**src/rtl/i2c_apb_pkg.sv**
```systemverilog
// Shared definitions for the I2C APB job sequencer: core register map,
// command/status bit positions, command bytes and the job FSM states.
`timescale 1ns/1ps
package i2c_apb_pkg;

   localparam logic [7:0] A_PRESCALE = 8'h00;
   localparam logic [7:0] A_COMMAND  = 8'h04;
   localparam logic [7:0] A_STATUS   = 8'h08;
   localparam logic [7:0] A_TRANSMIT = 8'h0C;
   localparam logic [7:0] A_RECEIVE  = 8'h10;
   localparam logic [7:0] A_ADDRESS  = 8'h14;

   localparam int POLL_MAX = 255;
   localparam int MAX_LEN  = 8;

   localparam int CMD_B_ENABLE  = 7;
   localparam int CMD_B_TX_PUSH = 6;
   localparam int CMD_B_RX_POP  = 5;
   localparam int CMD_B_CORE_RN = 4;
   localparam int CMD_B_RSTART  = 3;

   localparam int ST_B_TX_FULL  = 7;
   localparam int ST_B_TX_EMPTY = 6;
   localparam int ST_B_RX_FULL  = 5;
   localparam int ST_B_RX_EMPTY = 4;

   localparam logic [7:0] CMD_IDLE = 8'h10;
   localparam logic [7:0] CMD_PUSH = 8'h50;
   localparam logic [7:0] CMD_GO   = 8'h90;
   localparam logic [7:0] CMD_POP  = 8'hB0;
   localparam logic [7:0] CMD_RST  = 8'h00;

   typedef enum logic [3:0] {
      IDLE, PRO_PS, PRO_ADDR, PRO_CMD,
      WAIT_TX, PUSH_DATA, PUSH_SET, PUSH_CLR,
      GO, POLL, POP_SET, POP_CLR,
      RD_RX, STOP, ABORT, DONE
   } seq_state_t;

   function automatic logic len_ok(input logic [3:0] len);
      return (len != 4'd0) && (len <= 4'(MAX_LEN));
   endfunction

endpackage

```
**src/rtl/apb_master_port.sv**
```systemverilog
// APB master handshake: one SETUP cycle, then ACCESS held until PREADY.
`timescale 1ns/1ps
module apb_master_port (
   input  logic       i_clk,
   input  logic       i_rst_n,
   input  logic       i_req,
   input  logic [7:0] i_addr,
   input  logic       i_write,
   input  logic [7:0] i_wdata,
   output logic       o_ack,
   output logic [7:0] o_rdata,
   output logic       o_psel,
   output logic       o_penable,
   output logic       o_pwrite,
   output logic [7:0] o_paddr,
   output logic [7:0] o_pwdata,
   input  logic [7:0] i_prdata,
   input  logic       i_pready
);

   logic r_access;

   // SETUP is a combinational function of the request, so a request that is
   // already present in the cycle after an ack starts its SETUP with no gap.
   always_ff @(posedge i_clk or negedge i_rst_n) begin
      if (!i_rst_n) begin
         r_access <= 1'b0;
      end else if (!r_access) begin
         r_access <= i_req;
      end else if (i_pready) begin
         r_access <= 1'b0;
      end
   end

   assign o_psel    = i_req;
   assign o_penable = r_access & i_req;
   assign o_ack     = r_access & i_pready;
   assign o_pwrite  = i_write;
   assign o_paddr   = i_addr;
   assign o_pwdata  = i_wdata;
   assign o_rdata   = i_prdata;

endmodule

```
**src/rtl/i2c_apb_sequencer.sv**
```systemverilog
// Runs a full I2C write or read job on the I2C core's APB register file:
// prologue, byte pushes or pops with status polling, stop, and abort on timeout.
`timescale 1ns/1ps
module i2c_apb_sequencer
   import i2c_apb_pkg::*;
(
   input  logic       PCLK,
   input  logic       PRESETn,
   input  logic       start,
   input  logic       job_rw,
   input  logic [6:0] job_addr,
   input  logic [3:0] job_len,
   input  logic [7:0] job_prescale,
   input  logic [7:0] wr_data,
   input  logic       wr_valid,
   output logic       wr_ready,
   output logic [7:0] rd_data,
   output logic       rd_valid,
   output logic       busy,
   output logic       done,
   output logic       err,
   output logic       PSELx,
   output logic       PENABLE,
   output logic       PWRITE,
   output logic [7:0] PADDR,
   output logic [7:0] PWDATA,
   input  logic [7:0] PRDATA,
   input  logic       PREADY
);

   seq_state_t r_state, w_state_next;

   logic       r_rw;
   logic [6:0] r_addr;
   logic [7:0] r_prescale;
   logic [3:0] r_cnt;
   logic [7:0] r_poll;
   logic [7:0] r_byte;
   logic       r_err;
   logic [7:0] r_rd_data;
   logic       r_rd_valid;

   logic       w_req;
   logic       w_write;
   logic [7:0] w_addr;
   logic [7:0] w_wdata;
   logic       w_ack;
   logic [7:0] w_rdata;
   logic       w_poll_ok;

   apb_master_port u_apb (
      .i_clk     (PCLK),
      .i_rst_n   (PRESETn),
      .i_req     (w_req),
      .i_addr    (w_addr),
      .i_write   (w_write),
      .i_wdata   (w_wdata),
      .o_ack     (w_ack),
      .o_rdata   (w_rdata),
      .o_psel    (PSELx),
      .o_penable (PENABLE),
      .o_pwrite  (PWRITE),
      .o_paddr   (PADDR),
      .o_pwdata  (PWDATA),
      .i_prdata  (PRDATA),
      .i_pready  (PREADY)
   );

   // Write jobs wait for the TX FIFO to drain; read jobs wait for RX data.
   assign w_poll_ok = r_rw ? ~w_rdata[ST_B_RX_EMPTY] : w_rdata[ST_B_TX_EMPTY];

   always_ff @(posedge PCLK or negedge PRESETn) begin
      if (!PRESETn) begin
         r_state    <= IDLE;
         r_rw       <= 1'b0;
         r_addr     <= 7'd0;
         r_prescale <= 8'd0;
         r_cnt      <= 4'd0;
         r_poll     <= 8'd0;
         r_byte     <= 8'd0;
         r_err      <= 1'b0;
         r_rd_data  <= 8'd0;
         r_rd_valid <= 1'b0;
      end else begin
         r_state    <= w_state_next;
         r_rd_valid <= 1'b0;
         case (r_state)
            IDLE: begin
               if (start) begin
                  r_rw       <= job_rw;
                  r_addr     <= job_addr;
                  r_prescale <= job_prescale;
                  r_cnt      <= job_len;
                  r_err      <= ~len_ok(job_len);
               end
            end
            WAIT_TX: begin
               if (wr_valid) begin
                  r_byte <= wr_data;
                  r_cnt  <= r_cnt - 4'd1;
               end
            end
            GO: begin
               if (w_ack) r_poll <= 8'd0;
            end
            POLL: begin
               if (w_ack) r_poll <= r_poll + 8'd1;
            end
            RD_RX: begin
               if (w_ack) begin
                  r_rd_data  <= w_rdata;
                  r_rd_valid <= 1'b1;
                  r_cnt      <= r_cnt - 4'd1;
                  r_poll     <= 8'd0;
               end
            end
            ABORT: begin
               r_err <= 1'b1;
            end
            default: begin
            end
         endcase
      end
   end

   always_comb begin
      w_state_next = r_state;
      w_req        = 1'b0;
      w_write      = 1'b1;
      w_addr       = A_COMMAND;
      w_wdata      = 8'h00;
      wr_ready     = 1'b0;
      case (r_state)
         IDLE: begin
            if (start) w_state_next = len_ok(job_len) ? PRO_PS : DONE;
         end
         PRO_PS: begin
            w_req   = 1'b1;
            w_addr  = A_PRESCALE;
            w_wdata = r_prescale;
            if (w_ack) w_state_next = PRO_ADDR;
         end
         PRO_ADDR: begin
            w_req   = 1'b1;
            w_addr  = A_ADDRESS;
            w_wdata = {r_addr, r_rw};
            if (w_ack) w_state_next = PRO_CMD;
         end
         PRO_CMD: begin
            w_req   = 1'b1;
            w_wdata = CMD_IDLE;
            if (w_ack) w_state_next = r_rw ? GO : WAIT_TX;
         end
         WAIT_TX: begin
            // The accepting cycle doubles as the SETUP phase of the TRANSMIT write.
            wr_ready = 1'b1;
            w_req    = wr_valid;
            w_addr   = A_TRANSMIT;
            w_wdata  = wr_data;
            if (wr_valid) w_state_next = PUSH_DATA;
         end
         PUSH_DATA: begin
            w_req   = 1'b1;
            w_addr  = A_TRANSMIT;
            w_wdata = r_byte;
            if (w_ack) w_state_next = PUSH_SET;
         end
         PUSH_SET: begin
            w_req   = 1'b1;
            w_wdata = CMD_PUSH;
            if (w_ack) w_state_next = PUSH_CLR;
         end
         PUSH_CLR: begin
            w_req   = 1'b1;
            w_wdata = CMD_IDLE;
            if (w_ack) w_state_next = (r_cnt == 4'd0) ? GO : WAIT_TX;
         end
         GO: begin
            w_req   = 1'b1;
            w_wdata = CMD_GO;
            if (w_ack) w_state_next = r_rw ? POLL : POLL;
         end
         POLL: begin
            w_req   = 1'b1;
            w_write = 1'b0;
            w_addr  = A_STATUS;
            if (w_ack) begin
               if (w_poll_ok) begin
                  w_state_next = r_rw ? POP_SET : STOP;
               end else if (r_poll == 8'(POLL_MAX - 1)) begin
                  w_state_next = ABORT;
               end
            end
         end
         POP_SET: begin
            w_req   = 1'b1;
            w_wdata = CMD_POP;
            if (w_ack) w_state_next = POP_CLR;
         end
         POP_CLR: begin
            w_req   = 1'b1;
            w_wdata = CMD_GO;
            if (w_ack) w_state_next = RD_RX;
         end
         RD_RX: begin
            w_req   = 1'b1;
            w_write = 1'b0;
            w_addr  = A_RECEIVE;
            if (w_ack) w_state_next = (r_cnt == 4'd1) ? STOP : POLL;
         end
         STOP: begin
            w_req   = 1'b1;
            w_wdata = CMD_IDLE;
            if (w_ack) w_state_next = DONE;
         end
         ABORT: begin
            w_req   = 1'b1;
            w_wdata = CMD_RST;
            if (w_ack) w_state_next = DONE;
         end
         DONE: begin
            w_state_next = IDLE;
         end
         default: begin
            w_state_next = IDLE;
         end
      endcase
   end

   assign busy     = (r_state != IDLE);
   assign done     = (r_state == DONE);
   assign err      = (r_state == DONE) & r_err;
   assign rd_data  = r_rd_data;
   assign rd_valid = r_rd_valid;

endmodule
```
**config.mk**
```make
export PLATFORM = sky130hd
export DESIGN_NAME = i2c_apb_sequencer
export DESIGN_NICKNAME = d
export VERILOG_FILES = /design/src/rtl/i2c_apb_pkg.sv /design/src/rtl/apb_master_port.sv /design/src/rtl/i2c_apb_sequencer.sv
export SDC_FILE = /design/constraint.sdc
export NUM_CORES = 1
export LEC_CHECK = 0
export ABC_AREA = 1
export BUFFER_PORTS_ARGS = -buffer_cell sky130_fd_sc_hd__clkbuf_2
export CAP_MARGIN = 5
export CORE_ASPECT_RATIO = 0.6
export CORE_MARGIN = 4
export CORE_UTILIZATION = 30
export DETAILED_ROUTE_END_ITERATION = 10
export PLACE_DENSITY = 0.51
export SETUP_SLACK_MARGIN = 0.02
export SYNTH_ARGS = -nofsm -noshare
export SYNTH_HDL_FRONTEND = slang
export SYNTH_SLANG_ARGS = --single-unit
```
**constraint.sdc**
```tcl
create_clock -name PCLK -period 2.6 [get_ports PCLK]
set_input_delay 0.39 -clock PCLK [delete_from_list [all_inputs] [get_ports PCLK]]
set_output_delay 0.39 -clock PCLK [all_outputs]
set_load 0.03 [all_outputs]
```
# Word-level counts from Yosys, hierarchy flattened
# Cells that the tools add are included.
dict set report word_totals {
  elab_cells 115
  inputBits 41
  ff_bits 51
  output_inout_bits 32
}
dict set report op_classes {
  n_lt_le_gt_ge 1
  reduce_logical 22
  n_mux 41
  n_eq_ne 33
  add_sub_neg 2
  bitwise_logic 5
}
# op n
set ops {}
lappend ops {{2-to-1 mux 4 bit} 22}
lappend ops {{case mux 8 bit (8 select lines)} 1}
lappend ops {{case mux 4 bit (15 select lines)} 1}
lappend ops {{equality test 4 bit, second input constant} 8}
lappend ops {{inequality test 2 x 1 -> 1 bit, second input constant} 13}
lappend ops {{case mux 5 bit (5 select lines)} 1}
lappend ops {{equality test 4 x 3 -> 1 bit, second input constant} 4}
lappend ops {{2-to-1 mux 8 bit} 2}
lappend ops {{case mux 8 bit (2 select lines)} 1}
lappend ops {{AND reduction 15 bit} 1}
lappend ops {{OR reduction 13 bit} 1}
lappend ops {{case mux 4 bit (3 select lines)} 1}
lappend ops {{OR reduction 2 bit} 5}
lappend ops {{adder 8 x 1 -> 8 bit, second input constant} 1}
lappend ops {{equality test 4 x 1 -> 1 bit, second input constant} 2}
lappend ops {{equality test 4 x 2 -> 1 bit, second input constant} 2}
lappend ops {{equality test 8 bit, second input constant} 1}
lappend ops {{zero test 4 bit} 2}
lappend ops {{2-to-1 mux 1 bit} 8}
lappend ops {{AND reduction 2 bit} 4}
lappend ops {{nonzero test 4 bit} 2}
lappend ops {{2-to-1 mux 3 bit} 2}
lappend ops {{<= comparator 4 bit, second input constant} 1}
lappend ops {{inequality test 2 bit, second input constant} 2}
lappend ops {{11 further kinds} 16}

# Longest topological paths before layout
dict set report depth {
  depth_word 5
  depth_mapped 10
  depth_no_buf 10
}

# By module
# From an unflattened synthesis, not the netlist that was laid out.
dict set report unflattened {
  cells_unflattened 392
  hier_area_um2 3123.0
}
# mod instances area_per_inst_um2 cells_per_inst seq_area_each_um2
set by_module_without_submodules {}
lappend by_module_without_submodules {i2c_apb_sequencer 1 2869.0 356 1251.2}
lappend by_module_without_submodules {apb_master_port 1 254.0 36 25.0}

# Worst setup path before layout
# No wires, ideal clock.
dict set report synth_path {
  path_type {reg-to-output}
  from {register r_state[0]}
  to {output port PADDR[2]}
  slack_ps 351
  t_arrival_ps 1859
  t_required_ps 2210
  path_stages_with_launch 7
  n_path_buf 0
  path_cell_list {dfrtp_1 > inv_2 > nand2_1 > nor2_1 > nor2_1 > inv_1 > o221ai_1}
}
dict set report synth_between {
  elab_chain_cells 3
  word_cells_on_any_way 8
  classes_between {eq/ne: 6; mux: 1; reduce/logical: 1}
}
# element line
set synth_lines {}
lappend synth_lines {{start, declared} i2c_apb_sequencer.sv:31} ;# seq_state_t r_state, w_state_next;
lappend synth_lines {{start signal, assigned} i2c_apb_sequencer.sv:85} ;# r_state <= w_state_next;
lappend synth_lines {{equality test 4 x 3 -> 1 bit} i2c_apb_sequencer.sv:133} ;# case (r_state)
lappend synth_lines {{OR reduction 2 bit (no source line)} --}
lappend synth_lines {{case mux 5 bit (5 select lines) *} i2c_apb_sequencer.sv:133}
lappend synth_lines {{end, declared} i2c_apb_sequencer.sv:25} ;# output logic [7:0] PADDR,
# Every way passes the cells marked *; elsewhere a longest branch is shown, timed or not.

# Worst setup path after layout
dict set report layout_path {
  from {register r_state[3]}
  to {output port PWDATA[5]}
}
dict set report layout_between {
  elab_chain_cells 3
  word_cells_on_any_way 14
  classes_between {eq/ne: 11; mux: 1; reduce/logical: 2}
}
# element line
set layout_lines {}
lappend layout_lines {{equality test 4 bit, or another cell as far along} i2c_apb_sequencer.sv:133}
lappend layout_lines {{OR reduction 3 bit (no source line) / OR reduction 2 bit (equally long branches)} --}
lappend layout_lines {{case mux 8 bit (8 select lines) *} i2c_apb_sequencer.sv:133}
lappend layout_lines {{end, declared} i2c_apb_sequencer.sv:26} ;# output logic [7:0] PWDATA,
# Marks and branches as above.

==> flow_metrics.env <==
export IMPL_drtPass1Iterations=5
export IMPL_grt_pass1_wl_um=13760
export IMPL_async_reset_ff_frac=1.000
export IMPL_p_total_mw=4.714
export IMPL_cap_viol_max_count=0
export IMPL_gr_total_overflow=0
export IMPL_slew_headroom=0.6624
export IMPL_nets=500
export IMPL_die_h_um=86.32
export IMPL_cts_resized=0
export IMPL_yosys_area_top_type="dfrtp_1"
export IMPL_crit_type="reg -> out"
export IMPL_viasPerCell=4.680
export IMPL_arrival_ps=1980
export IMPL_ant_nets=0
export IMPL_cts_tree="done"
export IMPL_power_density_nw_per_um2=1273
export IMPL_worst_slew_pin_slew_ps=504.5
export IMPL_ys_warnings_count=0
export IMPL_setup_slack_ps=226.5
export IMPL_ctsHoldBuffers=0
export IMPL_yosys_area_top_type_share=0.4162
export IMPL_cts_buffers=5
export IMPL_cts_buffer_depth=2
export IMPL_antenna_found_initial=0
export IMPL_r2r_setup_slack_ps=680
export IMPL_rows=28
export IMPL_avgSynthCellArea_um2=8.028
export IMPL_gp_congestion=0.9756
export IMPL_portBuffers=67
export IMPL_p_leak_nw=1.975
export IMPL_cts_sinks=51
export IMPL_placedCellCount=583
export IMPL_post_place_ws_ps=453.9
export IMPL_crit_required_ps=2210
export IMPL_synthTopCellsByArea="dfrtp_1 (42%), nand2_1 (16%), inv_1 (4.8%)"
export IMPL_cts_max_level=2
export IMPL_peakVddDrop_mv=0.3700
export IMPL_final_instance_count_excl_fill=591
export IMPL_syn_to_final_growth_pct=20.73
export IMPL_yosys_top_cells_count="nand2_1 (131), dfrtp_1 (51), inv_1 (39)"
export IMPL_dp_hpwl_um=6492
export IMPL_cts_clk_slew_worst_paths_ps=70
export IMPL_wire_per_inst_um=14.06
export IMPL_yosysMostFrequentCell="nand2_1"
export IMPL_start_kind="flip-flop"
export IMPL_worstSkewPairLatency_ps=290
export IMPL_fin_worst_skew_ps=6.642
export IMPL_grt_total_usage=0.1444
export IMPL_seq_area_frac_synth=0.4162
export IMPL_hp_class="in -> async"
export IMPL_core_area_um2=9915
export IMPL_drt_total_wl_um=8309
export IMPL_worst_r2r_cell_count=7
export IMPL_fillers=1058
export IMPL_dieArea_um2=11960
export IMPL_hold_viol_final=0
export IMPL_setup_viol=0
export IMPL_fin_crit_sh=0.9129
export IMPL_rsz0062_at_grt="false"
export IMPL_ys_seq_elements=51
export IMPL_r2r_start="r_state[1]$_DFFE_PN0P_"
export IMPL_vias=2766
export IMPL_io_pins=73
export IMPL_die_x_um=138.5
export IMPL_grt_pass1_vias=2672
export IMPL_setup_worst_path_end_class="output pin"
export IMPL_cp_max_fo=8
export IMPL_synthFlopType="dfrtp_1"
export IMPL_initial_core_util=0.3093
export IMPL_syn_instance_count=382
export IMPL_netlist_area_um2=3067
export IMPL_post_cts_setup_buffers=0
export IMPL_drc=0
export IMPL_synth_cell_type_count=35
export IMPL_n_antenna_cell=0
export IMPL_fmax_mhz=421.3
export IMPL_status="finished, final reports clean"
export IMPL_r2r_end="r_poll[0]$_DFFE_PN0P_"
export IMPL_synth_edf_count=0
export IMPL_cts_root_buf="clkbuf_16"
export IMPL_slew_violations=0
export IMPL_drive_above_1_share=0.2697
export IMPL_fin_tns_setup_ps=0
export IMPL_grt_start_max_net_pins=28
export IMPL_post_route_min_period_ps=2374
export IMPL_drt_iter0_drc=154
stage by stage:
| step | utilization | cell area, um2 | hold WS (ps) |
|---|---|---|---|
| floorplan | - | 3082 | 94.41 |
| global placement | 0.3560 | 3530 | 415.7 |
| detailed placement | 0.3560 | 3530 | 417.8 |
| CTS | 0.3729 | 3697 | 93.44 |
| global route | 0.3734 | 3702 | 121.8 |
| finish | 0.3734 | 3702 | 86.74 |
power by group:
group          switching (mW)  total [mW]  internal [mW]
Clock                   0.297       0.755          0.458
Sequential              0.299        1.45           1.15
Combinational            1.68        2.51          0.828
Total                    2.27        4.71           2.44
cell families after synthesis:
family,share of synthesized area
adder cells (fa/ha/maj),0.01632
XOR/XNOR,0.01143
AND/OR/NAND/NOR,0.3060
AO/OA/AOI/OAI,0.09833
buffers and inverters,0.08690
other,0.001223
multiplexers,0.06365
flip-flops,0.4162
state kept, by name, summed over array words and instances (netlist names):
name and cells:
r_err 1, r_cnt 4, rd_valid 1, u_apb.r_access 1, rd_data 8, r_poll 8
r_byte 8, r_prescale 8, r_state 4, r_rw 1, r_addr 7
routing by layer:
layer | vias up | share of wire | global-route usage | wire (um)
li1 | 1363 | - | - | -
met1 | 1287 | 0.50 | 0.2122 | 4183
met2 | 109 | 0.41 | 0.2071 | 3396
met3 | 7 | 0.076 | 0.03638 | 632
met4 | 0 | 0.012 | 0.04843 | 96
met5 | - | 0 | 0 | 0
layout by cell type (no fill, tap or decap), types with 6 or more instances in the layout:
| master | count |
|---|---|
| mux2_2 | 8 |
| o21ai_0 | 17 |
| mux2_4 | 7 |
| nand2_1 | 131 |
| clkbuf_2 | 67 |
| nand4_1 | 8 |
| o21ai_2 | 6 |
| dfrtp_1 | 51 |
| nor2_1 | 27 |
| nand3_1 | 22 |
| inv_1 | 38 |
worst max path at each step:
stage	from	end	slack, ps	depth (start not counted)
2_1_floorplan	r_state[0]$_DFFE_PN0P_	PADDR[2]	350	6
5_1_grt	r_state[3]$_DFFE_PN0P_	PWDATA[5]	20	8
3_5_place_dp	r_state[3]$_DFFE_PN0P_	PWDATA[5]	450	8
4_1_cts	r_state[3]$_DFFE_PN0P_	PWDATA[5]	130	8
3_3_place_gp	r_state[3]$_DFFE_PN0P_	PWDATA[5]	520	8
6_report	r_state[3]$_DFFE_PN0P_	PWDATA[5]	230	8
final cells by class:
class | instances | area [um2] | area share
multi-input cells | 280 | 1544 | 0.4170
clock inverters | 2 | 38.79 | 0.01048
flip-flops and latches | 51 | 1276 | 0.3447
clock buffers | 6 | 128.9 | 0.03481
inverters | 45 | 172.7 | 0.04664
well taps | 135 | 168.9 | 0.04562
repair buffers | 72 | 372.9 | 0.1007
worst max-delay path, cell delays in order, from the launching register on:
cell	delay, ps
dfrtp_1	500
inv_1	190
nand2_1	200
nor2_4	270
nand2_1	70
o21ai_0	80
a21oi_1	60
o211ai_1	100
clkbuf_2	240
No activity file was read; power rests on OpenSTA's default activity.
